--- config.mk ---
export PLATFORM = sky130hd
export DESIGN_NAME = uart_tx_arbiter
export DESIGN_NICKNAME = d
export VERILOG_FILES = /design/src/rtl/uart_tx_arbiter.sv
export SDC_FILE = /design/constraint.sdc
export NUM_CORES = 1
export LEC_CHECK = 0
export BUFFER_PORTS_ARGS = -buffer_cell sky130_fd_sc_hd__buf_2
export CORE_MARGIN = 2
export CORE_UTILIZATION = 30
export CTS_CLUSTER_SIZE = 28
export DETAILED_ROUTE_END_ITERATION = 10
export PLACE_DENSITY_LB_ADDON = 0.1
export SLEW_MARGIN = 15
export SYNTH_ARGS = -nofsm -noshare
export SYNTH_HDL_FRONTEND = slang
export SYNTH_SLANG_ARGS = --single-unit
--- constraint.sdc ---
create_clock -name clk_i -period 3.1 [get_ports clk_i]
set_clock_uncertainty 0.15 [all_clocks]
set_input_delay 0.155 -clock clk_i [delete_from_list [all_inputs] [get_ports clk_i]]
set_output_delay 0.155 -clock clk_i [all_outputs]
set_load 0.02 [all_outputs]
--- src/rtl/uart_tx_arbiter.sv ---
// Round-robin arbiter/sequencer sharing one uart_tx among N_REQ byte requesters.
// Optional WAIT-state watchdog is compiled in with `define UART_ARB_TIMEOUT_EN.
module uart_tx_arbiter #(
    parameter int unsigned N_REQ       = 4,
    parameter int unsigned DATA_W      = 8,
    parameter int unsigned TIMEOUT_CYC = 20000
) (
    input  logic                      clk_i,
    input  logic                      rst_ni,
    input  logic [N_REQ-1:0]          req_i,
    input  logic [N_REQ*DATA_W-1:0]   req_data_i,
    output logic [N_REQ-1:0]          grant_o,
    output logic [N_REQ-1:0]          ack_o,
    output logic                      busy_o,
    output logic                      tx_start_o,
    output logic [DATA_W-1:0]         din_o,
    input  logic                      tx_done_i,
    output logic                      timeout_err_o
);

    localparam int unsigned IdxW = (N_REQ > 1) ? $clog2(N_REQ) : 1;

    if (N_REQ < 2 || N_REQ > 8 || TIMEOUT_CYC < 1) begin : gen_bad_param
        $error("uart_tx_arbiter: parameter out of range");
    end

    typedef enum logic [1:0] {StIdle, StStart, StWait, StAck} state_e;

    state_e                  state_q, state_d;
    logic [N_REQ-1:0]        grant_q, grant_d;
    logic [N_REQ-1:0]        ack_q, ack_d;
    logic                    tx_start_q, tx_start_d;
    logic [DATA_W-1:0]       din_q, din_d;
    logic [IdxW-1:0]         win_q, win_d;
    logic [IdxW-1:0]         rr_ptr_q, rr_ptr_d;

    logic [DATA_W-1:0]       req_bytes [N_REQ];
    logic [IdxW-1:0]         cand;
    logic [IdxW-1:0]         win_idx;
    logic                    win_found;

    for (genvar g = 0; g < N_REQ; g++) begin : gen_bytes
        assign req_bytes[g] = req_data_i[g*DATA_W +: DATA_W];
    end

    // First set request searching upward from rr_ptr_q, wrapping modulo N_REQ.
    always_comb begin
        win_found = 1'b0;
        win_idx   = '0;
        cand      = '0;
        for (int k = 0; k < int'(N_REQ); k++) begin
            cand = IdxW'((int'(rr_ptr_q) + k) % int'(N_REQ));
            if (!win_found && req_i[cand]) begin
                win_found = 1'b1;
                win_idx   = cand;
            end
        end
    end

`ifdef UART_ARB_TIMEOUT_EN
    localparam int unsigned CntW = $clog2(TIMEOUT_CYC + 1);

    logic [CntW-1:0] cnt_q, cnt_d;
    logic            terr_q, terr_d;

    always_ff @(posedge clk_i or negedge rst_ni) begin
        if (!rst_ni) begin
            cnt_q  <= '0;
            terr_q <= 1'b0;
        end else begin
            cnt_q  <= cnt_d;
            terr_q <= terr_d;
        end
    end

    assign timeout_err_o = terr_q;
`else
    assign timeout_err_o = 1'b0;
`endif

    always_comb begin
        state_d    = state_q;
        grant_d    = grant_q;
        din_d      = din_q;
        win_d      = win_q;
        rr_ptr_d   = rr_ptr_q;
        ack_d      = '0;
        tx_start_d = 1'b0;
`ifdef UART_ARB_TIMEOUT_EN
        cnt_d      = cnt_q;
        terr_d     = 1'b0;
`endif
        unique case (state_q)
            StIdle: begin
                if (win_found) begin
                    state_d          = StStart;
                    win_d            = win_idx;
                    grant_d          = '0;
                    grant_d[win_idx] = 1'b1;
                    din_d            = req_bytes[win_idx];
                end
            end
            StStart: begin
                tx_start_d = 1'b1;
                state_d    = StWait;
`ifdef UART_ARB_TIMEOUT_EN
                cnt_d      = '0;
`endif
            end
            StWait: begin
                // A coincident tx_done wins over the watchdog.
                if (tx_done_i) begin
                    ack_d   = grant_q;
                    state_d = StAck;
                end
`ifdef UART_ARB_TIMEOUT_EN
                else if (cnt_q == CntW'(TIMEOUT_CYC - 1)) begin
                    ack_d   = grant_q;
                    terr_d  = 1'b1;
                    state_d = StAck;
                end else begin
                    cnt_d = cnt_q + 1'b1;
                end
`endif
            end
            StAck: begin
                grant_d  = '0;
                rr_ptr_d = (win_q == IdxW'(N_REQ - 1)) ? '0 : win_q + 1'b1;
                state_d  = StIdle;
            end
            default: state_d = StIdle;
        endcase
    end

    always_ff @(posedge clk_i or negedge rst_ni) begin
        if (!rst_ni) begin
            state_q    <= StIdle;
            grant_q    <= '0;
            ack_q      <= '0;
            tx_start_q <= 1'b0;
            din_q      <= '0;
            win_q      <= '0;
            rr_ptr_q   <= '0;
        end else begin
            state_q    <= state_d;
            grant_q    <= grant_d;
            ack_q      <= ack_d;
            tx_start_q <= tx_start_d;
            din_q      <= din_d;
            win_q      <= win_d;
            rr_ptr_q   <= rr_ptr_d;
        end
    end

    assign grant_o    = grant_q;
    assign ack_o      = ack_q;
    assign busy_o     = (state_q != StIdle);
    assign tx_start_o = tx_start_q;
    assign din_o      = din_q;

endmodule
# After elaboration in Yosys (flattened, before gate mapping)
# Cells that the tools add are included.
# word_totals
regBits	23
input_bits	39
out_inout_bits	19
elab_cells	68
# classes
addsub	4
n_lt_le_gt_ge	7
n_eq_ne	6
mux	30
n_bitwise	1
reduce_logical	13
# op_table
op	n
8-bit binary-select mux with 2-bit select	1
8-bit two-way mux	2
2-bit by 3-bit < comparator with 1-bit output, second input constant	5
2-bit two-way mux	7
4-bit two-way mux	3
1-bit two-way mux	10
1-bit binary-select mux with 2-bit select	4
2-bit one-hot mux with 4 select lines	1
4-bit one-hot mux with 2 select lines	1
2-bit == test, second input constant	3
2-bit AND reduction	3
2-bit by 1-bit adder with 2-bit output, second input constant	2
2-bit adder, second input constant	2
1-bit logical AND	4
2-bit inequality test, second input constant	2
2-bit nonzero test	2
3-bit >= comparator, second input constant	1
1-bit logical NOT	3
2-bit NOT with 3-bit output	1
1-bit demux with 2-bit select	1
2-bit by 1-bit == test with 1-bit output, second input constant	1
2-bit by 1-bit >= comparator with 1-bit output, second input constant	1
2-bit logical NOT	1

# Longest topological paths before layout
# logic_depth
word_depth	18
depth_mapped	7
depth_no_buf	6

# Least setup slack after synthesis
# Ideal clock, no wire load.
# synth_path
path_type	register to register
startpoint	register state_q[0]
endpoint	register din_q[1], in the netlist din_o[1]
setup_ps	136
t_arrival_ps	1620
required_time_ps	2814
slack_ps	1193
path_stages_with_launch	8
n_path_buf	1
synth_period_minus_slack_ps	1907
path_cell_list	dfrtp_1 > inv_1 > ha_1 > inv_1 > nor2_2 > and2_1 > buf_2 > a211oi_2
# synth_between
elab_chain_cells	2
# synth_rtl
element	line_no	rtl
start, declared	29	state_e state_q, state_d;
start signal, assigned	137	state_q <= StIdle;
start signal, assigned	145	state_q <= state_d;
2-bit logical NOT	93	unique case (state_q)
2-bit AND reduction (no line)	--	
end signal, assigned	149	din_q <= din_d;
end, declared	33	logic [DATA_W-1:0] din_q, din_d;
# Every way passes these cells.
# A chain may end at the register's enable or synchronous reset.

# Final worst setup path
# layout_path
startpoint	register rr_ptr_q[1]
endpoint	register din_q[2], in the netlist din_o[2]
# layout_between
elab_chain_cells	16
elab_cells_between_ends	30
classes_between	add/sub (3); mux (19); bitwise (1); reduce/logical (7)
# layout_rtl
element	line_no	rtl
start, declared	35	logic [IdxW-1:0] rr_ptr_q, rr_ptr_d;
start signal, assigned	151	rr_ptr_q <= rr_ptr_d;
branches (longest 16 deep; another with 2-bit by 1-bit adder with 2-bit output)	--	
# Parallel ways; which one is timed is not known. The select of a mux whose other input is x is not followed.

==> flow_summary.ini <==
[yosys]
synth_cells = 131
ys_ff_latch = 23
yosysWarnings = 0
syn-cell-area_sq_um = 1523
ys_types = 38
netlist.area_leader.share_pct = 37.80
post-synth-top-area-cell = dfrtp_1
synth.area.top_cells = dfrtp_1, a211oi_2, mux2i_1
syn-mean-instance-area_sq_um = 11.62
syn_nets = 176
ys_seq_area_share_pct = 37.80

[critical_path]
r2r_slack_ps = 740
endpoint_kind = flop
crit_buf_inv = 0
critical_path_required_ps = 3080
crit_type = flop to flop
cp_cell_sequence = mux2i_1 -> o22ai_2 -> or2_1 -> mux2i_1 -> a211oi_2
critPathTopFamily = simple AND/OR/NAND/NOR gates
cpMostUsedCell = mux2i_1
cp.arrival_ps = 2340
critical_path.max_stage_delay_ps = 610
slowest_stage = or2_1
startpoint_type = flop
crit_path_max_fanout = 11

[global_route]
grt_pass1_wl_mm = 5.761
grt-ovfl-total = 0
use_met2_pct = 23.59
grt-busiest-layer = met2
grt_use_met3_pct = 2.142
grt_max_degree = 24
antenna_found_initial = 0
grtUsageTotal_pct = 13.34
grt_pass1_vias = 1207
use_met1_pct = 16.93

[final_layout]
final_util_pct = 39.38
antenna_cells = 0
nets = 233
area_delta_synth_final_pct = 24.57
drive_gt1_share_pct = 50.27

[detailed_routing]
drt-initial-drc-count = 37
vias = 1196
dr.pass1.iters = 4
drc = 0
via_per_inst = 4.709
wirelength_mm = 3.643
ant_nets = 0
wl_per_cell_microns = 14.34

[hold_path]
hold_path_class = primary input to flop

[pwr]
p_clk_share_pct = 11.3
swShare_pct = 46.32
ir_drop_mv = 0.2670
total_power_mw = 1.692
p_int_mw = 0.9080
power_density_nw_per_um2 = 891.8
seq_power_share_pct = 30.4
leakagePower_nw = 0.8918
combPwrFrac_pct = 58.3
switchingPower_mw = 0.7836

[sta]
period_needed_ps = 2355
slew_headroom_pct = 56.07
tightest_slew_ps = 658.9
finalCritPeriodShare_pct = 75.98
setup_tns_ps = 0
final-setup-viol-count = 0
holdWs_ps = 25.70
fmax_mhz = 424.5
rsz0062_at_grt = no
finalHoldViolCount = 0
finalMaxSlewViolations = 0

[cts]
cts-buffers-inserted = 3
clk_path_buf_depth = 2
cts_sinks = 23
cts_tree = yes
clkLatencyLatePin_ps = 260
clk_pin_slew_ps = 90
clockRootBuffer = clkbuf_8
post_cts_buffers = 0
htree_levels = 1

[placed_design]
place_congestion = 0.7874
hpwl_mm = 2.723
portBuffers = 56

[floorplanning]
start_util_pct = 31.61
core_area_sq_um = 4817
die_w_microns = 75.25
die_h_microns = 75.25
die_area_sq_um = 5662
rows = 25
io_pins = 58

[outcome]
status = finished clean

[flow_run]
drv_cap = 0
## cells in the final DEF, fill, tap and decap left out, types with 2 or more instances in the layout
master and n:
nand2_1 6, and3_1 5, mux2i_1 9, a211oi_2 8
a21oi_1 7, o21ai_1 4, and2_1 2, ha_1 6
a2111oi_2 5, dfrtp_1 23, nand3_1 2, a2111oi_4 3
a21o_1 2, inv_1 7, clkbuf_8 3, buf_2 56
o21a_2 7, nor2_1 10
## path summary, 6_finish.rpt
path                                  start        to  cells past startpoint
worst max-delay path            rr_ptr_q[1]  din_o[2]                      5
worst max register to register  rr_ptr_q[1]  din_o[2]                      5
max in group asynchronous            rst_ni  din_o[7]                      2
worst min register to register     win_q[1]  win_q[1]                      1
min in group asynchronous            rst_ni  din_o[5]                      2
worst min-delay path              tx_done_i  ack_o[0]                      2
## flip-flops by register name (all words and copies together), names as in the netlist
register / cells
ack_o: 4
win_q: 2
rr_ptr_q: 2
state_q: 2
grant_o: 4
din_o: 8
tx_start_o: 1
## logic make-up after synthesis
kind of cell               count (synthesis)  synth area share, %
AOI/OAI and AO/OA                         45                32.29
adders and majority gates                  6                4.930
buffers and inverters                     13                5.258
DFF                                       23                37.80
muxes                                     10                6.656
other                                      1               0.2463
and+or+nand+nor                           33                12.82
## per-layer routing
metal  vias to the layer above  wire length (microns)  share of wire (%)
li1                        594                      -                  -
met1                       561                   1604                 44
met2                        39                   1809                 50
met3                         2                    211                5.8
met4                         0                     17               0.47
met5                         -                      0                  0
## synthesized netlist by cell type (all sizes together)
master,instances
a211oi,8
nor3b,1
o31ai,1
and2,2
o21a,7
nor4,1
or2b,1
nand3,2
o22ai,2
conb,1
o32a,1
a21o,2
mux2i,9
o2bb2a,1
dfrtp,23
or3,1
buf,6
o21ai,5
o41ai,1
mux2,1
nand2b,1
nand2,6
a2111oi,8
and3,5
a32oi,1
ha,6
or2,1
a21oi,8
inv,7
nor2,12
## through the flow
| stage | cell area, sq um | worst slack (ps) | cells |
|---|---|---|---|
| 6_report | 1897 | 744.5 | 254 |
| 3_3_place_gp | 1841 | 814.3 | 249 |
| 2_1_floorplan | 1523 | 1193 | 131 |
| 4_1_cts | 1897 | 734.8 | 254 |
| 5_1_grt | 1897 | 561.5 | 254 |
| 3_5_place_dp | 1841 | 736.3 | 249 |
## area by class of cell
cell class              count  area [sq um]
clock buffers               3         41.29
clock inverters             1         5.005
inverters                   7         26.28
repair buffers             58         297.8
multi-input cells          95         867.1
fillers                   499          2920
well taps                  67         83.83
flip-flops and latches     23         575.6
## power by group through the flow
stage          clock network [mW]  registers [mW]  logic (mW)
2_1_floorplan                   0           0.612       0.670
6_report                    0.192           0.514       0.986
3_3_place_gp                    0           0.513       0.985
4_1_cts                     0.202           0.517        1.00
5_1_grt                     0.211           0.533        1.08
3_5_place_dp                    0           0.523       0.998
## repair_timing
| action | CTS | global route |
|---|---|---|
| gates resized for setup | 0 | 0 |
| hold buffers | 1 | 0 |
| endpoints found under the hold margin | 23 | 0 |
Note: power is estimated with default switching activity, not from simulation.
